==> config.mk <==
export PLATFORM = sky130hd
export DESIGN_NAME = cpu_run_controller
export DESIGN_NICKNAME = d
export VERILOG_FILES = /design/src/rtl/cpu_run_controller.sv
export SDC_FILE = /design/constraint.sdc
export NUM_CORES = 1
export LEC_CHECK = 0
export BUFFER_PORTS_ARGS = -buffer_cell sky130_fd_sc_hd__buf_2
export CELL_PAD_IN_SITES_DETAIL_PLACEMENT = 1
export CELL_PAD_IN_SITES_GLOBAL_PLACEMENT = 2
export CORE_MARGIN = 2
export CORE_UTILIZATION = 37
export DETAILED_ROUTE_END_ITERATION = 8
export PLACE_DENSITY = 0.76
export SYNTH_ARGS = -nofsm -noshare
export SYNTH_HDL_FRONTEND = slang
export SYNTH_SLANG_ARGS = --single-unit
==> constraint.sdc <==
create_clock -name clk -period 2.4 [get_ports clk]
set_input_delay 0.24 -clock clk [delete_from_list [all_inputs] [get_ports clk]]
set_output_delay 0.24 -clock clk [all_outputs]
set_load 0.01 [all_outputs]
==> src/rtl/cpu_run_controller.sv <==
// Run/step/halt gating of the divided-clock tick into a one-cycle pipeline enable,
// with debounced board buttons and an executed-cycle counter, all on clk.
//
// state  | meaning
// IDLE   | paused, ticks are dropped
// RUN    | every tick issues cpu_en
// STEP   | next tick issues one cpu_en, then back to IDLE
// HALTED | processor halted, only reset leaves

module cpu_run_debounce #(
    parameter int DEBOUNCE_CYCLES = 16
) (
    input  logic clk,
    input  logic rst_n,
    input  logic btn,
    output logic press
);
    localparam int CW = (DEBOUNCE_CYCLES > 2) ? $clog2(DEBOUNCE_CYCLES) : 1;
    localparam logic [CW-1:0] LAST = CW'(DEBOUNCE_CYCLES - 1);

    logic          sync1;
    logic          sync2;
    logic          level;
    logic          level_d;
    logic [CW-1:0] cnt;

    always_ff @(posedge clk or negedge rst_n) begin
        if (!rst_n) begin
            sync1   <= 1'b0;
            sync2   <= 1'b0;
            level   <= 1'b0;
            level_d <= 1'b0;
            cnt     <= '0;
        end else begin
            sync1   <= btn;
            sync2   <= sync1;
            level_d <= level;
            if (sync2 == level) begin
                cnt <= '0;
            end else if (cnt == LAST) begin
                level <= ~level;
                cnt   <= '0;
            end else begin
                cnt <= cnt + 1'b1;
            end
        end
    end

    // Only the rising edge of the debounced level counts as a press.
    assign press = level & ~level_d;
endmodule

module cpu_run_controller #(
    parameter int DEBOUNCE_CYCLES = 16,
    parameter int CNT_W           = 32
) (
    input  logic             clk,
    input  logic             rst_n,
    input  logic             div_clock,
    input  logic             btn_run,
    input  logic             btn_step,
    input  logic             cpu_halt,
    output logic             cpu_en,
    output logic [1:0]       state,
    output logic [CNT_W-1:0] cycle_count
);
    typedef enum logic [1:0] {
        IDLE   = 2'b00,
        RUN    = 2'b01,
        STEP   = 2'b10,
        HALTED = 2'b11
    } state_t;

    state_t state_q;
    logic   div_s1;
    logic   div_s2;
    logic   div_p;
    logic   tick;
    logic   run_press;
    logic   step_press;
    logic   en_next;

    always_ff @(posedge clk or negedge rst_n) begin
        if (!rst_n) begin
            div_s1 <= 1'b0;
            div_s2 <= 1'b0;
            div_p  <= 1'b0;
        end else begin
            div_s1 <= div_clock;
            div_s2 <= div_s1;
            div_p  <= div_s2;
        end
    end

    assign tick = div_s2 & ~div_p;

    cpu_run_debounce #(.DEBOUNCE_CYCLES(DEBOUNCE_CYCLES)) u_deb_run (
        .clk   (clk),
        .rst_n (rst_n),
        .btn   (btn_run),
        .press (run_press)
    );

    cpu_run_debounce #(.DEBOUNCE_CYCLES(DEBOUNCE_CYCLES)) u_deb_step (
        .clk   (clk),
        .rst_n (rst_n),
        .btn   (btn_step),
        .press (step_press)
    );

    assign en_next = tick & ~cpu_halt & ((state_q == RUN) | (state_q == STEP));

    always_ff @(posedge clk or negedge rst_n) begin
        if (!rst_n) begin
            state_q     <= IDLE;
            cpu_en      <= 1'b0;
            cycle_count <= '0;
        end else begin
            cpu_en      <= en_next;
            cycle_count <= cycle_count + {{(CNT_W-1){1'b0}}, en_next};
            case (state_q)
                IDLE: begin
                    if (run_press)       state_q <= RUN;
                    else if (step_press) state_q <= STEP;
                end
                RUN: begin
                    if (cpu_halt)       state_q <= HALTED;
                    else if (run_press) state_q <= IDLE;
                end
                STEP: begin
                    // The enabling tick and the return to IDLE share one edge.
                    if (cpu_halt)  state_q <= HALTED;
                    else if (tick) state_q <= IDLE;
                end
                HALTED:  state_q <= HALTED;
                default: state_q <= IDLE;
            endcase
        end
    end

    assign state = state_q;
endmodule

==> results of run 1 <==
-- cell type report --
class / instances / area share [%]
clock buffers: 6 / 2.90
clock inverters: 1 / 1.06
inverters: 7 / 0.924
multi-input cells: 130 / 35.6
flip-flops and latches: 54 / 47.5
well taps: 77 / 3.39
repair buffers: 46 / 8.62
-- placed cells by master, fill, tap and decap left out, types with 2 or more instances in the layout --
cell,Yosys,routed
a21oi_1,5,5
and2_1,2,2
and3_1,6,6
and4_1,3,3
buf_2,1,40
buf_4,2,6
clkbuf_8,0,6
dfrtp_1,54,54
ha_1,10,10
inv_1,7,7
mux2_2,4,4
nand2_1,8,8
nand2b_1,3,3
nand3_1,13,13
nand3_2,2,2
nand4_1,6,6
nand4_2,8,8
nand4b_1,2,2
nor2_1,7,7
nor2b_1,2,2
nor3_1,2,2
nor3b_1,3,2
nor4_1,2,2
o21ai_0,2,2
xnor2_1,29,29
xor2_1,5,5
-- sequential cells by signal, indices dropped and copies added, names as in the netlist, 2 cells and up --
name and count:
cycle_count 32, u_deb_run.cnt 4, u_deb_step.cnt 4, state 2
-- layer usage --
metal | GRT usage, % | vias to the layer above | wire, um
met2 | 24.3 | 21 | 2400
met1 | 19.6 | 823 | 2270
met3 | 3.05 | 4 | 130
li1 | - | 766 | -
met4 | 3.03 | 0 | 36
met5 | 0 | - | 0
-- power breakdown --
part | internal [mW] | switching (mW) | total, mW | leakage (nW)
combinational | 0.174 | 0.186 | 0.360 | 0.649
sequential | 0.969 | 0.0484 | 1.02 | 0.724
clock | 0.334 | 0.276 | 0.610 | 0.0573
total | 1.48 | 0.511 | 1.99 | 1.43
-- worst max-delay path, cell delays in order (launching register included) --
cell	delay, ns
dfrtp_1	0.36
inv_1	0.08
ha_1	0.30
nor3b_4	0.23
ha_1	0.21
ha_1	0.21
nand2_1	0.09
nor2_1	0.10
buf_4	0.22
nand4_1	0.13
xnor2_1	0.14
-- cells by family after synthesis --
group | after synthesis
adder cells (fa/ha/maj) | 10
AO/OA/AOI/OAI | 11
flip-flops | 54
XOR/XNOR | 34
AND/OR/NAND/NOR | 71
buffers and inverters | 11
multiplexers | 4
-- worst paths after layout --
check	slack (ns)	end	start	depth (start not counted)
min in group clk	0.04	div_s1	div_clock	1
max in group asynchronous	1.74	cycle_count[3]	rst_n	2
worst min register to register	0.35	u_deb_step.sync2	u_deb_step.sync1	0
worst max-delay path	0.21	cycle_count[30]	state[0]	10
worst min-delay path	-0.01	cycle_count[25]	rst_n	1
worst max register to register	0.21	cycle_count[30]	state[0]	10
-- through the flow --
stage	power (mW)	cells	hold WS, ns
CTS	2.01	321	0.0145
finish	1.99	321	-0.0101
global placement	1.37	314	0.332
global route	2.11	321	0.0242
detailed placement	1.39	314	0.336
floorplan	1.23	195	-0.0556
-- what timing repair did --
item                       CTS  global route
setup endpoints to repair    1            22
gates resized for setup      1             2
cloned                       0             0
pin swaps                    0             0
==> results.ini, run 1 <==
[status]
outcome = finished with violations
violations = hold timing

[timing]
hold_viol = 12
setup_violations = 0
worstMarginPinSlew_ns = 0.729
clock_skew_ns = 0.00684
period_share_pct = 91.3
setup_ws_ns = 0.210
setup_tns_ns = 0
fmax_mhz = 457
finalCriticalPeriod_ns = 2.19
hold_ws_ns = -0.0101
slew_headroom_pct = 51.4
drv_slew = 0

[cells_and_area]
drive_gt1_share_pct = 28.7
antenna_cells = 0
areaGrowthSynthToFinish_pct = 17.8
final_cell_area_um2 = 2840
final_core_util_pct = 45.0
fill_cells = 702
final_nets = 260
seqCellArea_um2 = 1350
multi_input_area_um2 = 1010

[clock_tree]
clk_pin_slew_ns = 0.09
cts_sinks = 54
cts_max_level = 2
clk_latency_ns = 0.30
cts_tree = built
cts_root_buf = clkbuf_8
clock_path_buffers = 2
postCtsSetupBuffers = 0
holdBufCountCts = 0
numCtsBuffers = 5

[synthesis]
synth_compound_area_share_pct = 2.54
ys_seq_area_share_pct = 56.0
netlist_instances = 195
synth_area_leaders = dfrtp_1, xnor2_1, ha_1
synth_top_area_share_pct = 56.0
ys_seq_elements = 54
synthesis.area_um2 = 2410
synth_xor_area_share_pct = 12.3
synth-simple-area-share_pct = 19.3
synth_top_family_by_area = simple AND/OR/NAND/NOR gates
yosysTopAreaCell = dfrtp_1
synth_async_sr_flop_share_pct = 100
yosysWarningCount = 0
ys_types = 32
synth.most_common_cell = dfrtp_1
synth_flop_cell = dfrtp_1
synth_nets = 211
synth_adder_area_share_pct = 5.18
synth_area_per_cell_um2 = 12.4
synth_mux_area_share_pct = 1.87
synth-edff-count = 0
synth_commonest_cells = dfrtp_1, xnor2_1, nand3_1

[routing]
dr.first_iter.drc_count = 100
drt_wl_total_um = 4830
num_vias = 1614
drtAntennaViolNets = 0
drt-pass1-iter-count = 4
drc_errors = 0
wl_per_cell_um = 15.0
vias_per_cell = 5.03

[floorplan]
initial_core_util_pct = 38.2
dieHeight_um = 84.8
fp.coreArea_um2 = 6310
pin_count = 41
die_area_um2 = 7190
row_count = 29
die_w_um = 84.8

[power]
power_leakage_nw = 1.43
ir_drop_uv = 256
power.density_nw_per_um2 = 699

[worst_setup_path]
crit_type = flop to flop
path_max_fanout = 12
required_ns = 2.58
worst_setup_path_end_kind = flop
arrival_ns = 2.37
start_kind = flop

[placement]
dpl_cell_area_um2 = 2720
place_ws_ns = 0.0259
portBuffers = 40
gp_congestion = 0.710
dp_hpwl_um = 3520

[global_route]
grt_pass1_vias = 1708
antenna_found_initial = 0
grt_max_degree = 33
grt_pass1_wl_um = 8300
track_usage_pct = 14.5
grt_remaining_overflow = 0

[job]
cap_violations = 0

[min_path]
hold_class = primary input to async pin

(Power assumes the default switching activity.)
==> inputs of run 2 (changes only) <==
==> constraint.sdc (replaced) <==
create_clock -name clk -period 2.4 [get_ports clk]
set_input_delay 0.12 -clock clk [delete_from_list [all_inputs] [get_ports clk]]
set_output_delay 0.12 -clock clk [all_outputs]
set_load 0.01 [all_outputs]
==> run 2 against run 1 <==
- critical endpoint is now cycle_count[28]
- final area grew 0.53%
- clock power shrank 16%
- via count grew 1.9%
- sequential power is essentially flat
- sequential cell count is the same
- critical path depth is the same
- register-to-register slack lost 0.05 ns
- clock skew shrank 0.0027 ns
- the run now ends clean
==> results.ini, run 2 (same netlist as run 1, synthesis figures left out) <==
[power]
power_leakage_nw = 1.43
p_switching_uw = 511
ir_drop_uv = 277
power_switching_share_pct = 27.3
power.total_mw = 1.87
clockPowerShare_pct = 27.4
intPower_mw = 1.36
power.density_nw_per_um2 = 656
seq_power_share_pct = 55.0
comb_power_share_pct = 17.6

[clock_tree]
clk_latency_ns = 0.30
clock_path_buffers = 2
cts_max_level = 2
cts_root_buf = clkbuf_8
cts_tree = built
cts_sinks = 54
numCtsBuffers = 5
clk_pin_slew_ns = 0.09

[timing]
finalCriticalPeriod_ns = 2.24
worstMarginPinSlew_ns = 0.672
hold_ws_ns = 0.147
clock_skew_ns = 0.00417
rsz0062_at_grt = no
fmax_mhz = 447
period_share_pct = 93.2
setup_violations = 0
slew_headroom_pct = 55.2
drv_slew = 0
hold_viol = 0

[floorplan]
fp.coreArea_um2 = 6310
die_area_um2 = 7190
initial_core_util_pct = 38.2
die_w_um = 84.8
row_count = 29
dieHeight_um = 84.8
pin_count = 41

[min_path]
min-delay-start = cpu_halt
hold_end = cpu_en
hold_depth = 3
hold_class = primary input to flop

[cells_and_area]
areaGrowthSynthToFinish_pct = 18.5
final_cell_mix = dfrtp_1, buf_2, xnor2_1
reg_top3 = cycle_count (32), u_deb_run.cnt (4), u_deb_step.cnt (4)
fill_cells = 734
multi_input_area_um2 = 1000
largest_register_ffs = 32
antenna_cells = 0
seqCellArea_um2 = 1350
drive_gt1_share_pct = 28.9
layout_commonest_cell = dfrtp_1
regMostFlops = cycle_count
final_nets = 264

[routing]
drt_wl_total_um = 4890
drt-pass1-iter-count = 4
vias_per_cell = 5.05
wl_per_cell_um = 15.0
drc_errors = 0
dr.first_iter.drc_count = 28
drtAntennaViolNets = 0
num_vias = 1645

[worst_setup_path]
cp-startpoint = state[0]
required_ns = 2.59
r2r_slack_ns = 0.16
reg2reg_from = state[0]
r2r-end = cycle_count[28]
worst_setup_path_end_kind = flop
start_kind = flop
r2r_cells = 10
path_max_fanout = 12
crit_type = flop to flop
arrival_ns = 2.43

[global_route]
antenna_found_initial = 0
track_usage_pct = 15.1
grt_pass1_vias = 1762
grt_max_degree = 55
grt_remaining_overflow = 0
grt_pass1_wl_um = 8670

[placement]
gp_congestion = 0.735
dp_hpwl_um = 3510
portBuffers = 40

[status]
outcome = completed

[job]
cap_violations = 0

-- run 2: worst max path at each step --
stage,end
2_1_floorplan,cycle_count[28]
3_3_place_gp,cycle_count[9]
3_5_place_dp,cycle_count[9]
4_1_cts,cycle_count[28]
5_1_grt,cycle_count[28]
6_report,cycle_count[28]
-- run 2: per-stage QoR --
stage / area, um^2 / utilization (%) / setup WS [ns] / setup TNS (ns) / cells
floorplan: 2410 / - / 0.0934 / 0 / 195
global placement: 2710 / 42.9 / 0.0916 / 0 / 313
detailed placement: 2710 / 42.9 / -0.0267 / -0.0727 / 313
CTS: 2850 / 45.1 / 0.0856 / 0 / 325
global route: 2860 / 45.3 / 0.00737 / 0 / 326
finish: 2860 / 45.3 / 0.164 / 0 / 326
-- run 2: what timing repair did --
| item | CTS | global route |
|---|---|---|
| endpoints found under the hold margin | 57 | 0 |
| hold buffers | 4 | 0 |
| resized for setup | 2 | 2 |
| setup buffers | 0 | 1 |
| setup endpoints to repair | 5 | 12 |
-- run 2: metal layers --
| metal | routed length [um] | part of all wire [%] | global-route usage, % |
|---|---|---|---|
| met1 | 2260 | 46 | 20.1 |
| met5 | 0 | 0 | 0 |
| met4 | 65 | 1.3 | 4.33 |
| met3 | 152 | 3.1 | 3.34 |
| met2 | 2410 | 49 | 24.8 |
-- run 2: layout make-up --
class                   count  share of cell area, %
flip-flops and latches     54                   47.3
repair buffers             50                   10.1
clock inverters             1                  0.175
multi-input cells         130                   35.1
well taps                  77                   3.37
inverters                   7                  0.919
clock buffers               7                   3.02
-- run 2: worst max-delay path: stages, from the launching register on --
cell and delay [ns]:
dfrtp_1 0.40, inv_1 0.10, ha_1 0.29, nor3b_2 0.20, ha_1 0.22, ha_1 0.21
nand2_1 0.09, nor2_1 0.13, buf_6 0.19, nand4_2 0.13, xnor2_1 0.16
-- run 2: power by group through the flow --
stage                     registers, mW  clock network [mW]  logic, mW
after detailed placement           1.05                   0      0.313
after global placement             1.05                   0      0.305
after CTS                          1.03               0.536      0.323
after global routing               1.04               0.572      0.374
after floorplan                    1.06                   0      0.169
final                              1.03               0.514      0.330
==> inputs of run 3 (changes only) <==
--- a/config.mk
+++ b/config.mk
@@ -5,11 +5,12 @@
 export SDC_FILE = /design/constraint.sdc
 export NUM_CORES = 1
 export LEC_CHECK = 0
+export ABC_AREA = 1
 export BUFFER_PORTS_ARGS = -buffer_cell sky130_fd_sc_hd__buf_2
 export CELL_PAD_IN_SITES_DETAIL_PLACEMENT = 1
 export CELL_PAD_IN_SITES_GLOBAL_PLACEMENT = 2
 export CORE_MARGIN = 2
-export CORE_UTILIZATION = 37
+export CORE_UTILIZATION = 33
 export DETAILED_ROUTE_END_ITERATION = 8
 export PLACE_DENSITY = 0.76
 export SYNTH_ARGS = -nofsm -noshare
==> run 3 against run 2 <==
- utilization down 4.5 points
- critical path depth up 3
- final area up 10%
- count of clock-buffer cells in the layout down 2
- non-clock buffer count down 1
- wire length up 28%
==> results.ini, run 3 <==
[timing]
setup_violations = 0
setup_tns_ns = 0
clock_skew_ns = 0.00696
slew_headroom_pct = 52.4
drv_slew = 0
rsz0062_at_grt = no
worstMarginPinSlew_ns = 0.714
fmax_mhz = 456
finalCriticalPeriod_ns = 2.19
setup_ws_ns = 0.207
hold_viol = 0
period_share_pct = 91.4
hold_ws_ns = 0.112

[worst_setup_path]
path_max_fanout = 5
cp-startpoint = state[1]
cpPeakStageDelay_ns = 0.39
path_cells = inv_1 > ha_1 > nand2_1 > nor2_2 > ha_1 > ha_1 > nand2_1 > nor2_4 > nand2_2 > nor2_4 > nand2_1 > nand2_1 > nand2_1
cp_slowest_cell = dfrtp_1
worst_setup_path_end_kind = flop
start_kind = flop
crit_type = flop to flop
critPathBufInv = 1
reg2reg_from = state[1]
required_ns = 2.62
crit_family = simple AND/OR/NAND/NOR gates
arrival_ns = 2.41
cp_common_cell = nand2_1

[routing]
dr.first_iter.drc_count = 44
drc_errors = 0
drt-pass1-iter-count = 4
drt_wl_total_um = 6280
vias_per_cell = 4.41
drtAntennaViolNets = 0
wl_per_cell_um = 13.4
num_vias = 2059

[floorplan]
die_area_um2 = 8700
pin_count = 41
dieHeight_um = 93.3
fp.coreArea_um2 = 7730
initial_core_util_pct = 34.0
row_count = 32
die_w_um = 93.3

[cells_and_area]
drive_gt1_share_pct = 18.6
areaGrowthSynthToFinish_pct = 19.8
final_cells = 467
final_cell_area_um2 = 3150
final_cell_mix = nand2_1, dfrtp_1, nor2_1
final_nets = 380
regMostFlops = cycle_count
antenna_cells = 0
reg_top3 = cycle_count (32), u_deb_run.cnt (4), u_deb_step.cnt (4)
layout_commonest_cell = nand2_1
largest_register_ffs = 32

[global_route]
met1_usage_pct = 21.0
grt_pass1_wl_um = 10600
gr-usage-met2_pct = 25.9
antenna_found_initial = 0
grt_pass1_vias = 2132
track_usage_pct = 15.8
gr-usage-met3_pct = 3.71
busiest_layer = met2
grt_remaining_overflow = 0
grt_max_degree = 55

[synthesis]
yosysTopAreaCell = dfrtp_1
synth_nets = 324
ys_seq_area_share_pct = 51.4
ys_types = 15
synth_area_leaders = dfrtp_1, nand2_1, nor2_1
yosysWarningCount = 0
synth_top_area_share_pct = 51.4
synth_flop_cell = dfrtp_1
netlist_instances = 308
synth.most_common_cell = nand2_1
synthesis.area_um2 = 2630
synth_area_per_cell_um2 = 8.53
synth-edff-count = 0
synth_async_sr_flop_share_pct = 100
synth_commonest_cells = nand2_1, dfrtp_1, nor2_1
ys_seq_elements = 54

[placement]
gp_congestion = 0.832
place_ws_ns = 0.109
dpl_cell_area_um2 = 2960
portBuffers = 40
dp_hpwl_um = 4710
dp.cells = 451

[clock_tree]
cts_tree = built
cts_root_buf = clkbuf_8
numCtsBuffers = 5
cts_sinks = 54
clock_path_buffers = 2
clk_pin_slew_ns = 0.10
cts_max_level = 2
clk_latency_ns = 0.31

[min_path]
min-delay-start = cpu_halt
hold_class = primary input to flop

[power]
seq_power_share_pct = 52.0
power_leakage_nw = 1.60
comb_power_share_pct = 15.3
clockPowerShare_pct = 32.8
power.density_nw_per_um2 = 611
intPower_mw = 1.40
ir_drop_uv = 238
p_switching_uw = 521
power_switching_share_pct = 27.1

[status]
outcome = completed

[job]
cap_violations = 0

[run 3: changes by cell type after synthesis, sizes merged, moves of 14 or more]
cell,change
xnor2,-21
nand4,-14
nor2,+45
nand2,+100
inv,+26
[run 3: kinds of logic after synthesis]
logic type / synth area share [%]
compound gates: 0.666
flops: 51.4
simple gates: 30.6
fa+ha+maj: 4.76
buf+inv: 4.71
xor+xnor: 7.00
mux: 0.857
[run 3: power groups by stage]
stage	clock network, mW	registers [mW]	logic (mW)
final	0.630	0.999	0.293
after global routing	0.699	1.01	0.344
after CTS	0.664	1.00	0.259
after detailed placement	0	1.02	0.253
after global placement	0	1.02	0.245
after floorplan	0	1.03	0.131
[run 3: path summary, 6_finish.rpt]
kind,cells past startpoint,end,slack (ns)
max,13,cycle_count[20],0.21
min,4,cpu_en,0.11
max reg2reg,13,cycle_count[20],0.21
min reg2reg,0,div_s2,0.36
max in group asynchronous,3,cycle_count[5],1.46
min in group asynchronous,3,u_deb_run.level_d,0.47
[run 3: cell type report]
class	count	area [um^2]
Clock buffer	5	68.8
Clock inverter	3	43.8
Fill cell	947	4580
Inverter	33	124
Multi-Input combinational cell	221	1160
Sequential cell	54	1350
Tap cell	102	128
Timing Repair Buffer	49	278
[run 3: tightest hold or removal path, delay by kind of cell]
family,cells,cell delay (ns)
buffers and inverters,2,0.15
and+or+nand+nor,2,0.12
[run 3: per-stage QoR]
stage / power (mW) / utilization [%]
2_1_floorplan: 1.16 / -
3_3_place_gp: 1.26 / 38.4
3_5_place_dp: 1.27 / 38.4
4_1_cts: 1.93 / 40.3
5_1_grt: 2.05 / 40.8
6_report: 1.92 / 40.8
[run 3: layer usage]
| layer | up-vias | share of wire (%) |
|---|---|---|
| met4 | 0 | 1.1 |
| met1 | 984 | 48 |
| met5 | - | 0 |
| met3 | 5 | 3.2 |
| li1 | 1045 | - |
| met2 | 25 | 48 |
[run 3: repair_timing]
| item | CTS | global route |
|---|---|---|
| endpoints found under the setup margin | 0 | 11 |
| hold buffers | 4 | 0 |
| buffers inserted | 0 | 4 |
| endpoints found under the hold margin | 57 | 0 |
| resized for setup | 0 | 1 |
